[config.mk]
export PLATFORM = sky130hd
export DESIGN_NAME = mc_ctrl
export DESIGN_NICKNAME = d
export VERILOG_FILES = /design/src/rtl/mc_ctrl_pkg.sv /design/src/rtl/mc_alu_dec.sv /design/src/rtl/mc_ctrl.sv
export SDC_FILE = /design/constraint.sdc
export NUM_CORES = 1
export LEC_CHECK = 0
export CAP_MARGIN = 10
export CORE_UTILIZATION = 23
export DETAILED_ROUTE_END_ITERATION = 6
export GPL_ROUTABILITY_DRIVEN = 0
export PLACE_DENSITY = 0.56
export SLEW_MARGIN = 20
export SYNTH_ARGS = -nofsm -noshare
export SYNTH_HDL_FRONTEND = slang
export SYNTH_SLANG_ARGS = --single-unit
export TNS_END_PERCENT = 30
[constraint.sdc]
create_clock -name clk -period 2.1 [get_ports clk]
set_input_delay 0.525 -clock clk [delete_from_list [all_inputs] [get_ports clk]]
set_output_delay 0.525 -clock clk [all_outputs]
set_load 0.02 [all_outputs]
[src/rtl/mc_ctrl_pkg.sv]
// ---------------------------------------------------------------------------
// mc_ctrl_pkg
//   Shared encodings for the multi-cycle MIPS-subset controller: FSM states,
//   datapath mux select codes, opcode/funct maps and the ALUOp codes driven
//   to the shared alu. Everything that names a code lives here so the
//   controller, its alu decoder and any bench agree on one definition.
// ---------------------------------------------------------------------------
package mc_ctrl_pkg;

    // ALUOp codes (the only definition of these values)
    localparam logic [4:0] ALUOp_NOP  = 5'd0;
    localparam logic [4:0] ALUOp_ADD  = 5'd1;
    localparam logic [4:0] ALUOp_ADDU = 5'd2;
    localparam logic [4:0] ALUOp_SUB  = 5'd3;
    localparam logic [4:0] ALUOp_SUBU = 5'd4;
    localparam logic [4:0] ALUOp_AND  = 5'd5;
    localparam logic [4:0] ALUOp_OR   = 5'd6;
    localparam logic [4:0] ALUOp_SLT  = 5'd7;
    localparam logic [4:0] ALUOp_SLL  = 5'd8;
    localparam logic [4:0] ALUOp_SRL  = 5'd9;
    localparam logic [4:0] ALUOp_SRA  = 5'd10;
    localparam logic [4:0] ALUOp_LUI  = 5'd11;
    localparam logic [4:0] ALUOp_EQL  = 5'd12;
    localparam logic [4:0] ALUOp_BNE  = 5'd13;

    // FSM states
    typedef enum logic [3:0] {
        ST_FETCH,
        ST_DECODE,
        ST_MEMADR,
        ST_MEMRD,
        ST_MEMWB,
        ST_MEMWR,
        ST_EXEC_R,
        ST_EXEC_I,
        ST_ALUWB,
        ST_BRANCH,
        ST_JUMP
    } state_e;

    // Next-PC select
    localparam logic [1:0] NPC_ALU    = 2'd0;
    localparam logic [1:0] NPC_BRANCH = 2'd1;
    localparam logic [1:0] NPC_JUMP   = 2'd2;
    localparam logic [1:0] NPC_JR     = 2'd3;

    // Register-file write data select
    localparam logic [1:0] WDSEL_ALUOUT = 2'd0;
    localparam logic [1:0] WDSEL_MDR    = 2'd1;
    localparam logic [1:0] WDSEL_PC     = 2'd2;

    // Destination register select
    localparam logic [1:0] REGDST_RT = 2'd0;
    localparam logic [1:0] REGDST_RD = 2'd1;
    localparam logic [1:0] REGDST_31 = 2'd2;

    // alu operand A select
    localparam logic [1:0] SRCA_PC    = 2'd0;
    localparam logic [1:0] SRCA_A     = 2'd1;
    localparam logic [1:0] SRCA_SHAMT = 2'd2;

    // alu operand B select
    localparam logic [1:0] SRCB_B       = 2'd0;
    localparam logic [1:0] SRCB_FOUR    = 2'd1;
    localparam logic [1:0] SRCB_IMM     = 2'd2;
    localparam logic [1:0] SRCB_IMM_SL2 = 2'd3;

    // Opcodes
    localparam logic [5:0] OP_R    = 6'b000000;
    localparam logic [5:0] OP_J    = 6'b000010;
    localparam logic [5:0] OP_JAL  = 6'b000011;
    localparam logic [5:0] OP_BEQ  = 6'b000100;
    localparam logic [5:0] OP_BNE  = 6'b000101;
    localparam logic [5:0] OP_ADDI = 6'b001000;
    localparam logic [5:0] OP_ORI  = 6'b001101;
    localparam logic [5:0] OP_LUI  = 6'b001111;
    localparam logic [5:0] OP_LW   = 6'b100011;
    localparam logic [5:0] OP_SW   = 6'b101011;

    // R-type funct codes
    localparam logic [5:0] FUNCT_ADD  = 6'b100000;
    localparam logic [5:0] FUNCT_ADDU = 6'b100001;
    localparam logic [5:0] FUNCT_SUB  = 6'b100010;
    localparam logic [5:0] FUNCT_SUBU = 6'b100011;
    localparam logic [5:0] FUNCT_AND  = 6'b100100;
    localparam logic [5:0] FUNCT_OR   = 6'b100101;
    localparam logic [5:0] FUNCT_SLT  = 6'b101010;
    localparam logic [5:0] FUNCT_SLL  = 6'b000000;
    localparam logic [5:0] FUNCT_SRL  = 6'b000010;
    localparam logic [5:0] FUNCT_SRA  = 6'b000011;
    localparam logic [5:0] FUNCT_JR   = 6'b001000;

    // ALUOp for an R-type computational funct; NOP marks anything that is
    // not an alu R-type instruction (including jr, which never uses the alu).
    function automatic logic [4:0] funct_to_aluop(input logic [5:0] funct);
        logic [4:0] res;
        case (funct)
            FUNCT_ADD:  res = ALUOp_ADD;
            FUNCT_ADDU: res = ALUOp_ADDU;
            FUNCT_SUB:  res = ALUOp_SUB;
            FUNCT_SUBU: res = ALUOp_SUBU;
            FUNCT_AND:  res = ALUOp_AND;
            FUNCT_OR:   res = ALUOp_OR;
            FUNCT_SLT:  res = ALUOp_SLT;
            FUNCT_SLL:  res = ALUOp_SLL;
            FUNCT_SRL:  res = ALUOp_SRL;
            FUNCT_SRA:  res = ALUOp_SRA;
            default:    res = ALUOp_NOP;
        endcase
        return res;
    endfunction

    // Shifts take their A operand from the shamt field instead of rs.
    function automatic logic is_shift(input logic [5:0] funct);
        return (funct == FUNCT_SLL) || (funct == FUNCT_SRL) || (funct == FUNCT_SRA);
    endfunction

endpackage

[src/rtl/mc_alu_dec.sv]
// ---------------------------------------------------------------------------
// mc_alu_dec
//   Combinational alu-side decode for the multi-cycle controller: from the
//   current FSM state and the instruction's op/funct, picks the alu
//   operation, both operand selects and the immediate extension mode.
// Ports
//   state_i    in  FSM state
//   op_i       in  IR[31:26]
//   funct_i    in  IR[5:0]
//   alu_op_o   out ALUOp code
//   srca_o     out alu operand A select
//   srcb_o     out alu operand B select
//   ext_op_o   out 1 = sign-extend immediate, 0 = zero-extend
// ---------------------------------------------------------------------------
module mc_alu_dec
    import mc_ctrl_pkg::*;
(
    input  state_e     state_i,
    input  logic [5:0] op_i,
    input  logic [5:0] funct_i,
    output logic [4:0] alu_op_o,
    output logic [1:0] srca_o,
    output logic [1:0] srcb_o,
    output logic       ext_op_o
);

    always_comb begin
        alu_op_o = ALUOp_ADDU;
        srca_o   = SRCA_PC;
        srcb_o   = SRCB_B;
        ext_op_o = 1'b0;
        case (state_i)
            ST_FETCH: begin
                // PC + 4
                srcb_o = SRCB_FOUR;
            end
            ST_DECODE: begin
                // Speculative branch target PC + (simm << 2) into ALUOut
                srcb_o   = SRCB_IMM_SL2;
                ext_op_o = 1'b1;
            end
            ST_MEMADR: begin
                srca_o   = SRCA_A;
                srcb_o   = SRCB_IMM;
                ext_op_o = 1'b1;
            end
            ST_EXEC_R: begin
                srca_o   = is_shift(funct_i) ? SRCA_SHAMT : SRCA_A;
                srcb_o   = SRCB_B;
                alu_op_o = funct_to_aluop(funct_i);
            end
            ST_EXEC_I: begin
                srca_o = SRCA_A;
                srcb_o = SRCB_IMM;
                case (op_i)
                    OP_ADDI: begin
                        alu_op_o = ALUOp_ADD;
                        ext_op_o = 1'b1;
                    end
                    OP_ORI:  alu_op_o = ALUOp_OR;
                    OP_LUI:  alu_op_o = ALUOp_LUI;
                    default: alu_op_o = ALUOp_ADDU;
                endcase
            end
            ST_BRANCH: begin
                srca_o   = SRCA_A;
                srcb_o   = SRCB_B;
                alu_op_o = (op_i == OP_BNE) ? ALUOp_BNE : ALUOp_EQL;
            end
            default: ;
        endcase
    end

endmodule

[src/rtl/mc_ctrl.sv]
// ---------------------------------------------------------------------------
// mc_ctrl
//   Multi-cycle control FSM for a MIPS-subset CPU sharing one alu across
//   FETCH -> DECODE -> EXEC -> (MEM) -> WB. Owns the state register, the
//   next-state logic and every datapath strobe; alu-side selects come from
//   mc_alu_dec.
// Ports
//   clk       in  clock, rising edge
//   rst       in  asynchronous active-high reset
//   op        in  IR[31:26]        funct  in  IR[5:0]
//   zero      in  alu zero flag (branch resolution)
//   PCWrite / IRWrite / MemWrite / RegWrite  out  write strobes
//   RegDst, WDSel, ALUSrcA, ALUSrcB, NPCOp   out  datapath mux selects
//   EXTOp     out immediate extension mode
//   ALUOp     out alu operation
//   illegal   out one-cycle pulse in DECODE for an unsupported instruction
// ---------------------------------------------------------------------------
module mc_ctrl
    import mc_ctrl_pkg::*;
(
    input  logic       clk,
    input  logic       rst,
    input  logic [5:0] op,
    input  logic [5:0] funct,
    input  logic       zero,
    output logic       PCWrite,
    output logic       IRWrite,
    output logic       MemWrite,
    output logic       RegWrite,
    output logic [1:0] RegDst,
    output logic [1:0] WDSel,
    output logic [1:0] ALUSrcA,
    output logic [1:0] ALUSrcB,
    output logic       EXTOp,
    output logic [1:0] NPCOp,
    output logic [4:0] ALUOp,
    output logic       illegal
);

    state_e state_q;
    state_e state_d;

    always_ff @(posedge clk or posedge rst) begin
        if (rst) begin
            state_q <= ST_FETCH;
        end else begin
            state_q <= state_d;
        end
    end

    mc_alu_dec u_alu_dec (
        .state_i  (state_q),
        .op_i     (op),
        .funct_i  (funct),
        .alu_op_o (ALUOp),
        .srca_o   (ALUSrcA),
        .srcb_o   (ALUSrcB),
        .ext_op_o (EXTOp)
    );

    always_comb begin
        // Every state lasts exactly one cycle; falling back to FETCH is the
        // safe default for anything not listed.
        state_d  = ST_FETCH;
        PCWrite  = 1'b0;
        IRWrite  = 1'b0;
        MemWrite = 1'b0;
        RegWrite = 1'b0;
        RegDst   = REGDST_RT;
        WDSel    = WDSEL_ALUOUT;
        NPCOp    = NPC_ALU;
        illegal  = 1'b0;

        case (state_q)
            ST_FETCH: begin
                PCWrite = 1'b1;
                IRWrite = 1'b1;
                state_d = ST_DECODE;
            end
            ST_DECODE: begin
                case (op)
                    OP_R: begin
                        if (funct == FUNCT_JR) begin
                            state_d = ST_JUMP;
                        end else if (funct_to_aluop(funct) != ALUOp_NOP) begin
                            state_d = ST_EXEC_R;
                        end else begin
                            illegal = 1'b1;
                        end
                    end
                    OP_LW, OP_SW:            state_d = ST_MEMADR;
                    OP_ADDI, OP_ORI, OP_LUI: state_d = ST_EXEC_I;
                    OP_BEQ, OP_BNE:          state_d = ST_BRANCH;
                    OP_J, OP_JAL:            state_d = ST_JUMP;
                    default:                 illegal = 1'b1;
                endcase
            end
            ST_MEMADR: begin
                state_d = (op == OP_LW) ? ST_MEMRD : ST_MEMWR;
            end
            ST_MEMRD: begin
                state_d = ST_MEMWB;
            end
            ST_MEMWB: begin
                RegWrite = 1'b1;
                RegDst   = REGDST_RT;
                WDSel    = WDSEL_MDR;
            end
            ST_MEMWR: begin
                MemWrite = 1'b1;
            end
            ST_EXEC_R, ST_EXEC_I: begin
                state_d = ST_ALUWB;
            end
            ST_ALUWB: begin
                RegWrite = 1'b1;
                WDSel    = WDSEL_ALUOUT;
                RegDst   = (op == OP_R) ? REGDST_RD : REGDST_RT;
            end
            ST_BRANCH: begin
                // Only input-dependent strobe: taken iff the alu compare hit.
                NPCOp   = NPC_BRANCH;
                PCWrite = zero;
            end
            ST_JUMP: begin
                PCWrite = 1'b1;
                NPCOp   = (op == OP_R) ? NPC_JR : NPC_JUMP;
                if (op == OP_JAL) begin
                    RegWrite = 1'b1;
                    RegDst   = REGDST_31;
                    WDSel    = WDSEL_PC;
                end
            end
            default: ;
        endcase

        // While reset is held the state already reads FETCH (so muxes show
        // FETCH values); only the strobes and the illegal pulse are masked.
        if (rst) begin
            PCWrite  = 1'b0;
            IRWrite  = 1'b0;
            MemWrite = 1'b0;
            RegWrite = 1'b0;
            illegal  = 1'b0;
        end
    end

endmodule
==> summary.txt <==
Cells and area
  • Largest regs: state_q: 4 flops
  • Share of cells above drive strength 1: 57.85%
  • FILL cells: 364
  • Layout Nets: 240
  • Area of the multi-input gates: 857.1 um2
  • Largest register by flop count: state_q
  • Number of diodes: 0
  • Flip-flop and latch area: 101.3 um2
  • Max reg flops: 4
  • Fin cells: 271
  • Area grow syn2layout: 99.86%

Die
  • DIE WIDTH: 64.76 um
  • Die area: 4193 um2
  • Cell Rows: 22
  • Core area: 3716 um2
  • Initial Util: 24.38%
  • I/O Pins: 36
  • Die H: 64.76 um

Yosys
  • Ys Warns: 0
  • Post-Synth Adder-Cell Area: 0%
  • Sequential share of the synthesized area: 11.05%
  • Syn_nets: 154
  • Post-synth top flop: dfrtp_1
  • Most common cell in the netlist: nor2_1
  • Xor/xnor share of the synthesized area: 0.9669%
  • Syn Std Cell Area: 905.9 um2
  • Synth Area in Simple Gates: 41.44%
  • Mux cell area share after synthesis: 1.105%
  • Post-Syn Instances: 139
  • Synth unique cells: 46
  • Largest family of logic cells by synthesized area: simple AND/OR/NAND/NOR gates
  • Top cells by count, synth: 17 x nor2_1, 14 x nand2_1, 8 x buf_2, 8 x o21ai_0
  • Ys async rst share: 100.0%
  • Avg Cell Area, Syn: 6.517 um2
  • EDFF count, synth: 0
  • Top cells by area, synth: dfrtp_1 11%, nor2_1 7.0%, nand2_1 5.8%
  • Yosys top cell area share: 11.05%
  • Top cell type by total area after synthesis: dfrtp_1
  • Compound-Gate Fraction of Synth Area: 32.73%
  • Post-synthesis sequential element count: 4

Setup path
  • Worst-path fanout max: 4
  • FF-to-FF End: state_q[1]$_DFF_PP0_
  • Worst R2R Start: state_q[0]$_DFF_PP0_
  • Worst setup SP type: input port
  • Arrival @ worst endpoint: 1.71 ns
  • R2R setup slack: 0.38 ns
  • Critical path class: in -> out
  • Nature of the critical path endpoint: output pin
  • Worst r2r path cells: 8
  • CP Data Required Time: 1.57 ns

Run
  • MaxCap Viol Count: 0

Placed design
  • DP Worst Slack: -0.9994 ns
  • # placed instances: 255
  • Dpl hpwl: 2.631 mm
  • # port buffers: 34

Power and ir drop
  • Peak supply drop: 0.0001874 V
  • Power per cell area: 522.4 nW/um2
  • Cell Int Power: 0.0005485 W
  • Comb power frac: 70.4%
  • Net Sw Power: 0.0003972 W
  • Sequential share of power: 12.4%
  • Net Sw Frac: 42.00%
  • Leak pwr: 0.8710 nW
  • Clock power share: 17.2%

Route
  • Vias per inst: 5.030
  • Final routed DRC violation total: 0
  • Avg WL per Cell: 13.63 um
  • Drt first pass iters: 4
  • Total number of vias: 1363
  • Final WL: 3.693 mm
  • Initial DRC count: 37
  • Remaining antenna violation count after routing: 0

GRT
  • First-pass GRT wire length: 6.120 mm
  • Vias in the first global route: 1381
  • Largest net degree at the start of global routing: 10
  • GRT Util Overall: 18.50%
  • Initial antenna violation count: 0
  • GR Overflow Total: 0

Worst hold path
  • Hold Crit Class: in -> async

Clock tree
  • Clock root cell: clkbuf_8
  • TritonCTS Buffers: 3
  • Worst-case clock buffer depth: 2
  • Clock Latency Late Sink: 0.22 ns
  • Reg clk slew, reported paths: 0.03 ns
  • CTS tree: built
  • TritonCTS Sinks: 4
  • H-tree Lvls: 1

STA
  • Max Clock Skew: 0.001002 ns
  • Setup TNS Final: -0.2622 ns
  • RSZ-0062 raised after global routing: true
  • Final-report setup violation count: 6
  • Max Freq: 447.7 MHz
  • Count of final hold-check violations: 0
  • Final Max Tran Viols: 0
  • Setup slack after layout: -0.1336 ns
  • Minimum clock period: 2.234 ns
  • Tcrit/Tclk final: 106.4%

Run status
  • Status: complete, but fails checks
  • Failing checks: setup timing
kinds of logic (layout without fill, tap and decap cells):
group,count (synthesis),in the layout
compound gates,42,42
simple gates,69,69
buf+inv,21,105
mux,1,1
flops,4,4
other cells,1,1
xor+xnor,1,1
worst max-delay path: stages:
cell     delay [ns]
buf_8          0.10
buf_6          0.12
nor3_4         0.24
nand2_2        0.15
o32ai_4        0.35
nor4_2         0.07
buf_4          0.16
power by group through the flow:
stage / clock network (W) / registers [W] / logic [W]
6_report: 0.000162 / 0.000118 / 0.000666
5_1_grt: 0.000172 / 0.000120 / 0.000714
4_1_cts: 0.000166 / 0.000118 / 0.000614
3_5_place_dp: 0 / 0.000116 / 0.000597
3_3_place_gp: 0 / 0.000118 / 0.000586
2_1_floorplan: 0 / 0.0000934 / 0.000305
what timing repair did:
action | in CTS | in global routing
hold buffers | 0 | 0
gates resized for setup | 165 | 15
endpoints found under the setup margin | 20 | 15
pin swaps | 24 | 4
setup buffers | 12 | 2
metrics by stage:
stage / utilization (%) / hold WS, ns / total power, W / instance area, um2
after floorplan: - / 0.3046 / 0.0003982 / 912.1
final: 48.72 / 0.4630 / 0.0009457 / 1810
after global routing: 48.72 / 0.5044 / 0.001006 / 1810
after CTS: 48.22 / 0.4654 / 0.0008979 / 1792
after detailed placement: 42.73 / 0.7361 / 0.0007133 / 1588
after global placement: 42.73 / 0.7358 / 0.0007045 / 1588
cell usage in the layout, fill, tap and decap left out, drive strengths merged, types with 3 or more instances in the layout:
cell type	n
or2	3
a21oi	7
nor2b	3
nor3	8
o31ai	3
o2bb2ai	3
clkbuf	5
o21ai	10
nor4	5
dfrtp	4
nand2	14
inv	7
dlygate4sd2	4
nor2	17
nand2b	7
buf	87
nand3	5
worst max path at each step:
stage               endpoint  cells after the start                  from
floorplan           RegWrite                      5  state_q[2]$_DFF_PP0_
finish               illegal                      7                 op[2]
detailed placement   illegal                      7                 op[1]
global route         illegal                      7                 op[2]
global placement       EXTOp                      8                 op[2]
CTS                  illegal                      7                 op[2]
layer usage:
metal	routed length, um	up-vias	track usage [%]
li1	-	672	-
met1	1564	634	21.06
met2	1877	45	32.55
met3	140	12	1.761
met4	110	0	11.94
met5	0	-	0
cell type report:
class,instances,area share [%]
Timing Repair Buffer,95,40.01
Inverter,7,1.451
Clock buffer,3,2.281
Sequential cell,4,5.598
Multi-Input combinational cell,114,47.34
Tap cell,48,3.317
No activity file was read; power rests on OpenSTA's default activity.
